**config.mk**
```make
export PLATFORM = sky130hd
export DESIGN_NAME = ps2_rx_fifo
export DESIGN_NICKNAME = d
export VERILOG_FILES = /design/src/rtl/ps2_pkg.sv /design/src/rtl/ps2_sync_fifo.sv /design/src/rtl/ps2_rx_fifo.sv
export SDC_FILE = /design/constraint.sdc
export NUM_CORES = 1
export LEC_CHECK = 0
export ABC_CLOCK_PERIOD_IN_PS = 3300
export CAP_MARGIN = 20
export CORE_MARGIN = 4
export CORE_UTILIZATION = 51
export DETAILED_ROUTE_END_ITERATION = 8
export PLACE_DENSITY = 0.69
export SLEW_MARGIN = 10
export SYNTH_ARGS = -nofsm -noshare
export SYNTH_HDL_FRONTEND = slang
export SYNTH_SLANG_ARGS = --single-unit
export TNS_END_PERCENT = 20
```
**constraint.sdc**
```tcl
create_clock -name clk -period 3.3 [get_ports clk]
set_input_delay 0.66 -clock clk [delete_from_list [all_inputs] [get_ports clk]]
set_output_delay 0.66 -clock clk [all_outputs]
set_load 0.01 [all_outputs]
```
**src/rtl/ps2_pkg.sv**
```systemverilog
`timescale 1ns/1ps
`default_nettype none
// ============================================================================
// Module      : ps2_pkg
// Description : Shared types and constants for the PS/2 keyboard receiver:
//               framing state encoding, scan-code prefix bytes and the
//               FIFO entry layout used when break/extended decoding is on.
// Revision    : 1.0 - initial release
// ============================================================================
package ps2_pkg;

  // Framing states, explicitly encoded on 2 bits
  typedef enum logic [1:0] {
    IDLE   = 2'd0,
    DATA   = 2'd1,
    PARITY = 2'd2,
    STOP   = 2'd3
  } rx_state_t;

  // Prefix bytes announcing an extended key and a key release
  localparam logic [7:0] PS2_EXT_CODE = 8'hE0;
  localparam logic [7:0] PS2_BRK_CODE = 8'hF0;

  // Decoded FIFO entry: ext in the MSB, then brk, then the scan code
  typedef struct packed {
    logic       ext;
    logic       brk;
    logic [7:0] code;
  } key_entry_t;

  // Odd parity: data bits plus parity bit must hold an odd number of ones
  function automatic logic odd_parity_ok(input logic [7:0] data, input logic par);
    return ^{data, par};
  endfunction

endpackage
`default_nettype wire

```
**src/rtl/ps2_sync_fifo.sv**
```systemverilog
`timescale 1ns/1ps
`default_nettype none
// ============================================================================
// Module      : ps2_sync_fifo
// Description : Generic single-clock show-ahead FIFO. The head entry is
//               always visible on rd_data; a read while empty is ignored and
//               a write while full is accepted only if a read frees a slot in
//               the same cycle. DEPTH must be a power of two (>= 2).
// Revision    : 1.0 - initial release
// ============================================================================
module ps2_sync_fifo #(
  parameter int WIDTH = 8,
  parameter int DEPTH = 8
) (
  input  logic                     clk,
  input  logic                     rst,
  input  logic                     wr_en,
  input  logic [WIDTH-1:0]         wr_data,
  input  logic                     rd_en,
  output logic [WIDTH-1:0]         rd_data,
  output logic [$clog2(DEPTH):0]   count,
  output logic                     full,
  output logic                     empty
);

  localparam int                  c_PTR_W     = $clog2(DEPTH);
  localparam logic [c_PTR_W:0]    c_DEPTH_CNT = (c_PTR_W+1)'(DEPTH);

  logic [WIDTH-1:0]   r_mem [DEPTH];
  logic [c_PTR_W-1:0] r_wr_ptr;
  logic [c_PTR_W-1:0] r_rd_ptr;
  logic [c_PTR_W:0]   r_count;
  logic               w_do_rd;
  logic               w_do_wr;

  assign empty   = (r_count == '0);
  assign full    = (r_count == c_DEPTH_CNT);
  assign count   = r_count;
  assign rd_data = r_mem[r_rd_ptr];

  // A pop frees the slot a simultaneous push needs, so full+push+pop succeeds
  assign w_do_rd = rd_en & ~empty;
  assign w_do_wr = wr_en & (~full | w_do_rd);

  // Storage array; cleared on reset so the head reads zero afterwards
  always_ff @(posedge clk) begin
    if (!rst) begin
      for (int i = 0; i < DEPTH; i++) r_mem[i] <= '0;
    end else if (w_do_wr) begin
      r_mem[r_wr_ptr] <= wr_data;
    end
  end

  // Pointers wrap naturally because DEPTH is a power of two
  always_ff @(posedge clk) begin
    if (!rst) begin
      r_wr_ptr <= '0;
      r_rd_ptr <= '0;
    end else begin
      if (w_do_wr) r_wr_ptr <= r_wr_ptr + 1'b1;
      if (w_do_rd) r_rd_ptr <= r_rd_ptr + 1'b1;
    end
  end

  // Occupancy tracking
  always_ff @(posedge clk) begin
    if (!rst) begin
      r_count <= '0;
    end else begin
      case ({w_do_wr, w_do_rd})
        2'b10:   r_count <= r_count + 1'b1;
        2'b01:   r_count <= r_count - 1'b1;
        default: r_count <= r_count;
      endcase
    end
  end

endmodule
`default_nettype wire

```
**src/rtl/ps2_rx_fifo.sv**
```systemverilog
`timescale 1ns/1ps
`default_nettype none
// ============================================================================
// Module      : ps2_rx_fifo
// Description : PS/2 keyboard receiver. Synchronises and glitch-filters the
//               keyboard clock, frames 11-bit packets (start, 8 data LSB
//               first, odd parity, stop), aborts stalled frames by timeout
//               and buffers accepted scan codes in a show-ahead FIFO read
//               over a valid/ready handshake.
//               Optional macro PS2_BREAK_DECODE_EN: E0/F0 prefixes are folded
//               into ext/brk flags of the following scan code entry.
// Revision    : 1.0 - initial release
// ============================================================================
module ps2_rx_fifo
  import ps2_pkg::*;
#(
  parameter int FILTER_LEN     = 8,
  parameter int FIFO_DEPTH     = 8,
  parameter int TIMEOUT_CYCLES = 50000
) (
  input  logic                          clk,
  input  logic                          rst,
  input  logic                          ps2_clk,
  input  logic                          ps2_data,
  output logic [7:0]                    key_code,
  output logic                          key_ext,
  output logic                          key_brk,
  output logic                          key_valid,
  input  logic                          key_ready,
  output logic [$clog2(FIFO_DEPTH):0]   fifo_count,
  output logic                          parity_err,
  output logic                          frame_err,
  output logic                          overflow
);

  localparam int                 c_FILT_W   = $clog2(FILTER_LEN);
  localparam logic [c_FILT_W-1:0] c_FILT_MAX = c_FILT_W'(FILTER_LEN - 1);
  localparam int                 c_TO_W     = $clog2(TIMEOUT_CYCLES + 1);
  localparam logic [c_TO_W-1:0]  c_TO_MAX   = c_TO_W'(TIMEOUT_CYCLES - 1);

  logic                r_clk_s1, r_clk_s2;
  logic                r_dat_s1, r_dat_s2;
  logic                r_filt;
  logic [c_FILT_W-1:0] r_fcnt;
  logic                w_fall;

  rx_state_t           r_state;
  logic [2:0]          r_bitcnt;
  logic [7:0]          r_shift;
  logic                r_parity_ok;
  logic [c_TO_W-1:0]   r_tocnt;
  logic                r_frame_err;
  logic                r_parity_err;
  logic                r_accept;
  logic                r_overflow;

  logic                w_push;
  logic                w_full;
  logic                w_empty;

  // Two-flop synchronisers; idle bus level is high
  always_ff @(posedge clk) begin
    if (!rst) begin
      r_clk_s1 <= 1'b1;
      r_clk_s2 <= 1'b1;
      r_dat_s1 <= 1'b1;
      r_dat_s2 <= 1'b1;
    end else begin
      r_clk_s1 <= ps2_clk;
      r_clk_s2 <= r_clk_s1;
      r_dat_s1 <= ps2_data;
      r_dat_s2 <= r_dat_s1;
    end
  end

  // Glitch filter: level follows the input only after FILTER_LEN opposite samples
  always_ff @(posedge clk) begin
    if (!rst) begin
      r_filt <= 1'b1;
      r_fcnt <= '0;
    end else if (r_clk_s2 == r_filt) begin
      r_fcnt <= '0;
    end else if (r_fcnt == c_FILT_MAX) begin
      r_filt <= r_clk_s2;
      r_fcnt <= '0;
    end else begin
      r_fcnt <= r_fcnt + 1'b1;
    end
  end

  // Strobe in the cycle the filtered clock is about to drop
  assign w_fall = r_filt & ~r_clk_s2 & (r_fcnt == c_FILT_MAX);

  // Framing state machine with stall timeout; outcome flags are registered
  always_ff @(posedge clk) begin
    if (!rst) begin
      r_state      <= IDLE;
      r_bitcnt     <= '0;
      r_shift      <= '0;
      r_parity_ok  <= 1'b0;
      r_tocnt      <= '0;
      r_frame_err  <= 1'b0;
      r_parity_err <= 1'b0;
      r_accept     <= 1'b0;
    end else begin
      r_frame_err  <= 1'b0;
      r_parity_err <= 1'b0;
      r_accept     <= 1'b0;

      if (r_state == IDLE || w_fall) r_tocnt <= '0;
      else                           r_tocnt <= r_tocnt + 1'b1;

      case (r_state)
        IDLE: begin
          // A high "start" bit is line noise, not a frame
          if (w_fall && !r_dat_s2) begin
            r_state  <= DATA;
            r_bitcnt <= '0;
          end
        end
        DATA: begin
          if (w_fall) begin
            r_shift  <= {r_dat_s2, r_shift[7:1]};
            r_bitcnt <= r_bitcnt + 1'b1;
            if (r_bitcnt == 3'd7) r_state <= PARITY;
          end
        end
        PARITY: begin
          if (w_fall) begin
            r_parity_ok <= odd_parity_ok(r_shift, r_dat_s2);
            r_state     <= STOP;
          end
        end
        STOP: begin
          if (w_fall) begin
            r_state <= IDLE;
            // A bad stop bit hides any parity problem
            if (!r_dat_s2)         r_frame_err  <= 1'b1;
            else if (!r_parity_ok) r_parity_err <= 1'b1;
            else                   r_accept     <= 1'b1;
          end
        end
        default: r_state <= IDLE;
      endcase

      if (r_state != IDLE && !w_fall && r_tocnt == c_TO_MAX) begin
        r_state     <= IDLE;
        r_frame_err <= 1'b1;
      end
    end
  end

  assign parity_err = r_parity_err;
  assign frame_err  = r_frame_err;

`ifdef PS2_BREAK_DECODE_EN
  logic       r_ext_pend;
  logic       r_brk_pend;
  logic       w_is_prefix;
  key_entry_t w_wr_entry;
  key_entry_t w_rd_entry;

  assign w_is_prefix = (r_shift == PS2_EXT_CODE) || (r_shift == PS2_BRK_CODE);
  assign w_push      = r_accept & ~w_is_prefix;
  assign w_wr_entry  = {r_ext_pend, r_brk_pend, r_shift};

  // Pending prefix flags: set by E0/F0, consumed by the next real code, lost on error
  always_ff @(posedge clk) begin
    if (!rst) begin
      r_ext_pend <= 1'b0;
      r_brk_pend <= 1'b0;
    end else if (r_frame_err || r_parity_err) begin
      r_ext_pend <= 1'b0;
      r_brk_pend <= 1'b0;
    end else if (r_accept) begin
      if (r_shift == PS2_EXT_CODE) begin
        r_ext_pend <= 1'b1;
      end else if (r_shift == PS2_BRK_CODE) begin
        r_brk_pend <= 1'b1;
      end else begin
        r_ext_pend <= 1'b0;
        r_brk_pend <= 1'b0;
      end
    end
  end

  ps2_sync_fifo #(
    .WIDTH ($bits(key_entry_t)),
    .DEPTH (FIFO_DEPTH)
  ) u_fifo (
    .clk     (clk),
    .rst     (rst),
    .wr_en   (w_push),
    .wr_data (w_wr_entry),
    .rd_en   (key_ready),
    .rd_data (w_rd_entry),
    .count   (fifo_count),
    .full    (w_full),
    .empty   (w_empty)
  );

  assign key_code = w_rd_entry.code;
  assign key_ext  = w_rd_entry.ext;
  assign key_brk  = w_rd_entry.brk;
`else
  assign w_push = r_accept;

  ps2_sync_fifo #(
    .WIDTH (8),
    .DEPTH (FIFO_DEPTH)
  ) u_fifo (
    .clk     (clk),
    .rst     (rst),
    .wr_en   (w_push),
    .wr_data (r_shift),
    .rd_en   (key_ready),
    .rd_data (key_code),
    .count   (fifo_count),
    .full    (w_full),
    .empty   (w_empty)
  );

  assign key_ext = 1'b0;
  assign key_brk = 1'b0;
`endif

  assign key_valid = ~w_empty;

  // Flag a good byte that found the FIFO full with no pop to make room
  always_ff @(posedge clk) begin
    if (!rst) r_overflow <= 1'b0;
    else      r_overflow <= w_push & w_full & ~key_ready;
  end

  assign overflow = r_overflow;

endmodule
`default_nettype wire

```
==> results_dict.tcl <==
set metrics [dict create \
    worstPathArrival_ns 2.51 \
    outcome "completed" \
    clock_latency_ns 0.51 \
    drive_gt1_frac 0.150 \
    regToRegSetupSlack_ns 0.69 \
    coreArea_mm2 0.0104 \
    critPathRequiredTime_ns 2.64 \
    yosys.area_share.simple 0.190 \
    yosys_warnings 0 \
    clock_path_buffers 2 \
    io_pins 23 \
    core.rowCount 37 \
    postPlaceCellArea_mm2 0.00582 \
    cts_tree "built" \
    die_h_um 111 \
    detail_route.vias_per_cell 5.43 \
    synth-async-reset-ratio 0 \
    grt_max_degree 17 \
    ir_drop_uv 427 \
    ys.flop_type "edfxtp_1" \
    synth_compound_area_frac 0.0427 \
    clock.fmax_mhz 315 \
    slew_violations 0 \
    placed_cells 593 \
    first_global_vias 3537 \
    end_kind "output pin" \
    cts_buffers 17 \
    synth_top_family_by_area "simple AND/OR/NAND/NOR gates" \
    power.static_leakage_nw 2.32 \
    gp_congestion 0.748 \
    layout.cells.non_filler 624 \
    wl_um 10800 \
    cts-resized-gates 0 \
    grtUsageTotal 0.189 \
    syn_avg_cell_area_um2 12.3 \
    post-route-drc-count 0 \
    antenna_found_initial 0 \
    start_kind "flop" \
    slew_headroom 0.559 \
    crit_fanout 16 \
    period_minus_slack_ns 3.17 \
    maxCapViolations 0 \
    io_buffer_count 20 \
    initial_core_util 0.526 \
    drtIter0Drc 193 \
    dieArea_mm2 0.0124 \
    area.growth.synth_to_final_pct 17.8 \
    wl_per_cell_um 17.3 \
    fin_nets 496 \
    worstMarginPinSlew_ns 0.660 \
    synthMuxAreaShare 0.112 \
    synth_xor_area_frac 0.0395 \
    h-tree-depth 4 \
    vias 3386 \
    power.density_mw_per_mm2 557 \
    synth_edf_count 64 \
    r2r_cells 9 \
    post-route-period-util 0.961 \
    hold_class "reg -> reg" \
    criticalPathCategory "reg -> out" \
    synth-adder-area-share 0.0344 \
    clk_pin_slew_ns 0.05 \
    dp_hpwl_um 7220 \
    ant_nets 0 \
    final-setup-viol-count 0 \
    grt_pass1_wl_um 18300 \
    post_cts_buffers 0 \
    hold_viol_final 0 \
    tns_ns 0 \
    synth_area_mm2 0.00545 \
    synthDistinctLibCells 45 \
    postLayoutCellArea_mm2 0.00642 \
    cts_hold_buffers 0 \
    die_w_um 111 \
    ys_seq_area_frac 0.554 \
    hold_depth 1 \
    fin_worst_skew_ns 0.00963 \
    rsz0062_at_grt "no" \
    ys_seq_elements 119 \
    cts_root_buf "clkbuf_8" \
    grt_overflow 0 \
    synthesis.instances 445 \
    cts.sinks 119 \
    antenna_cells 0 \
    firstDrtPassIters 4 \
]
[final timing paths]
check,from,end
worst max-delay path,flop,key_code[2]
worst min-delay path,r_dat_s1$_SDFF_PN1_,r_dat_s2$_SDFF_PN1_
worst max register to register,u_fifo.count[0]$_SDFFE_PN0P_,u_fifo.count[2]$_SDFFE_PN0P_
worst min register to register,r_dat_s1$_SDFF_PN1_,r_dat_s2$_SDFF_PN1_
[final cells by class]
type | count | area, um^2
inverters | 11 | 41.3
well taps | 136 | 170
clock buffers | 18 | 418
clock inverters | 13 | 185
fillers | 835 | 3950
flip-flops and latches | 119 | 3020
multi-input cells | 294 | 2290
repair buffers | 33 | 298
[per-layer routing]
layer  share of wire  vias to the layer above  GRT usage
li1                -                     1647          -
met1            0.45                     1636      0.256
met2            0.50                       92      0.294
met3           0.041                       11     0.0533
met4           0.011                        0     0.0697
met5               0                        -          0
[where the power goes]
group | total [mW] | internal (mW) | switching (mW) | leakage, nW
clock | 1.88 | 1.28 | 0.604 | 0.298
sequential | 1.61 | 1.60 | 0.0136 | 1.05
combinational | 0.0826 | 0.0388 | 0.0439 | 0.970
[through the flow]
step | setup slack, ns | power [mW] | utilization | hold WS [ns]
finish | 0.127 | 3.58 | 0.620 | 0.406
global route | 0.0129 | 3.70 | 0.620 | 0.431
CTS | 0.0817 | 3.61 | 0.620 | 0.407
detailed placement | 0.405 | 1.73 | 0.561 | 0.394
global placement | 0.488 | 1.72 | 0.561 | 0.390
floorplan | 0.811 | 1.69 | - | 0.386
[critical path, cell delays in order, from the launching register on]
cell and delay, ns:
dfxtp_1 0.30, buf_4 0.31, mux4_2 0.60, mux2_2 0.30, clkdlybuf4s50_1 0.49
[layout by cell type (no fill, tap or decap), types with 7 or more instances in the layout]
cell and instances:
clkdlybuf4s50_1 20, xnor2_1 15, edfxtp_1 64, dfxtp_1 55
clkbuf_16 16, nand3_1 11, buf_4 13, a21oi_1 10
mux2_2 8, inv_1 11, xor2_1 7, and2_1 69
nand2b_1 14, mux4_2 16, nor4_1 7, nor2_1 39
mux2i_1 16, nand2_1 10, ha_1 15
[sequential cells by signal (all words and copies together) (netlist names), named ones only]
| name | count |
|---|---|
| u_fifo.r_mem | 64 |
| r_tocnt | 16 |
| r_shift | 8 |
| u_fifo.count | 4 |
| r_bitcnt | 3 |
| r_fcnt | 3 |
| u_fifo.r_rd_ptr | 3 |
| u_fifo.r_wr_ptr | 3 |
| r_state | 2 |
| frame_err | 1 |
| overflow | 1 |
| parity_err | 1 |
| r_accept | 1 |
| r_clk_s1 | 1 |
| r_clk_s2 | 1 |
| r_dat_s1 | 1 |
| r_dat_s2 | 1 |
| r_filt | 1 |
| r_parity_ok | 1 |
[logic make-up (layout without fill, tap and decap cells)]
| kind of cell | count (synthesis) | in the layout |
|---|---|---|
| simple gates | 182 | 182 |
| fa+ha+maj | 15 | 15 |
| other cells | 1 | 2 |
| xor+xnor | 23 | 23 |
| buf+inv | 33 | 75 |
| compound gates | 32 | 32 |
| mux | 40 | 40 |
| flops | 119 | 119 |
[synthesized netlist by cell type (3+ instances only)]
| cell type | number | area share |
|---|---|---|
| mux2_2 | 8 | 0.017 |
| mux4_2 | 16 | 0.066 |
| xor2_1 | 7 | 0.011 |
| nor3_1 | 6 | 0.0055 |
| dfxtp_1 | 55 | 0.20 |
| nand3_1 | 11 | 0.010 |
| nand2b_1 | 14 | 0.016 |
| o211ai_1 | 3 | 0.0041 |
| a21oi_1 | 10 | 0.0092 |
| nand2_1 | 10 | 0.0069 |
| o21ai_1 | 4 | 0.0037 |
| or3_1 | 4 | 0.0046 |
| nor4_1 | 7 | 0.0080 |
| buf_1 | 3 | 0.0021 |
| edfxtp_1 | 64 | 0.35 |
| inv_1 | 11 | 0.0076 |
| o21ai_0 | 6 | 0.0055 |
| nand4_1 | 5 | 0.0057 |
| buf_4 | 3 | 0.0041 |
| nor2_1 | 39 | 0.027 |
| xnor2_1 | 15 | 0.024 |
| mux2i_1 | 16 | 0.029 |
| nor2b_1 | 4 | 0.0046 |
| ha_1 | 15 | 0.034 |
| and2_1 | 69 | 0.079 |
| clkbuf_1 | 14 | 0.0096 |
No activity file was read; power rests on OpenSTA's default activity.
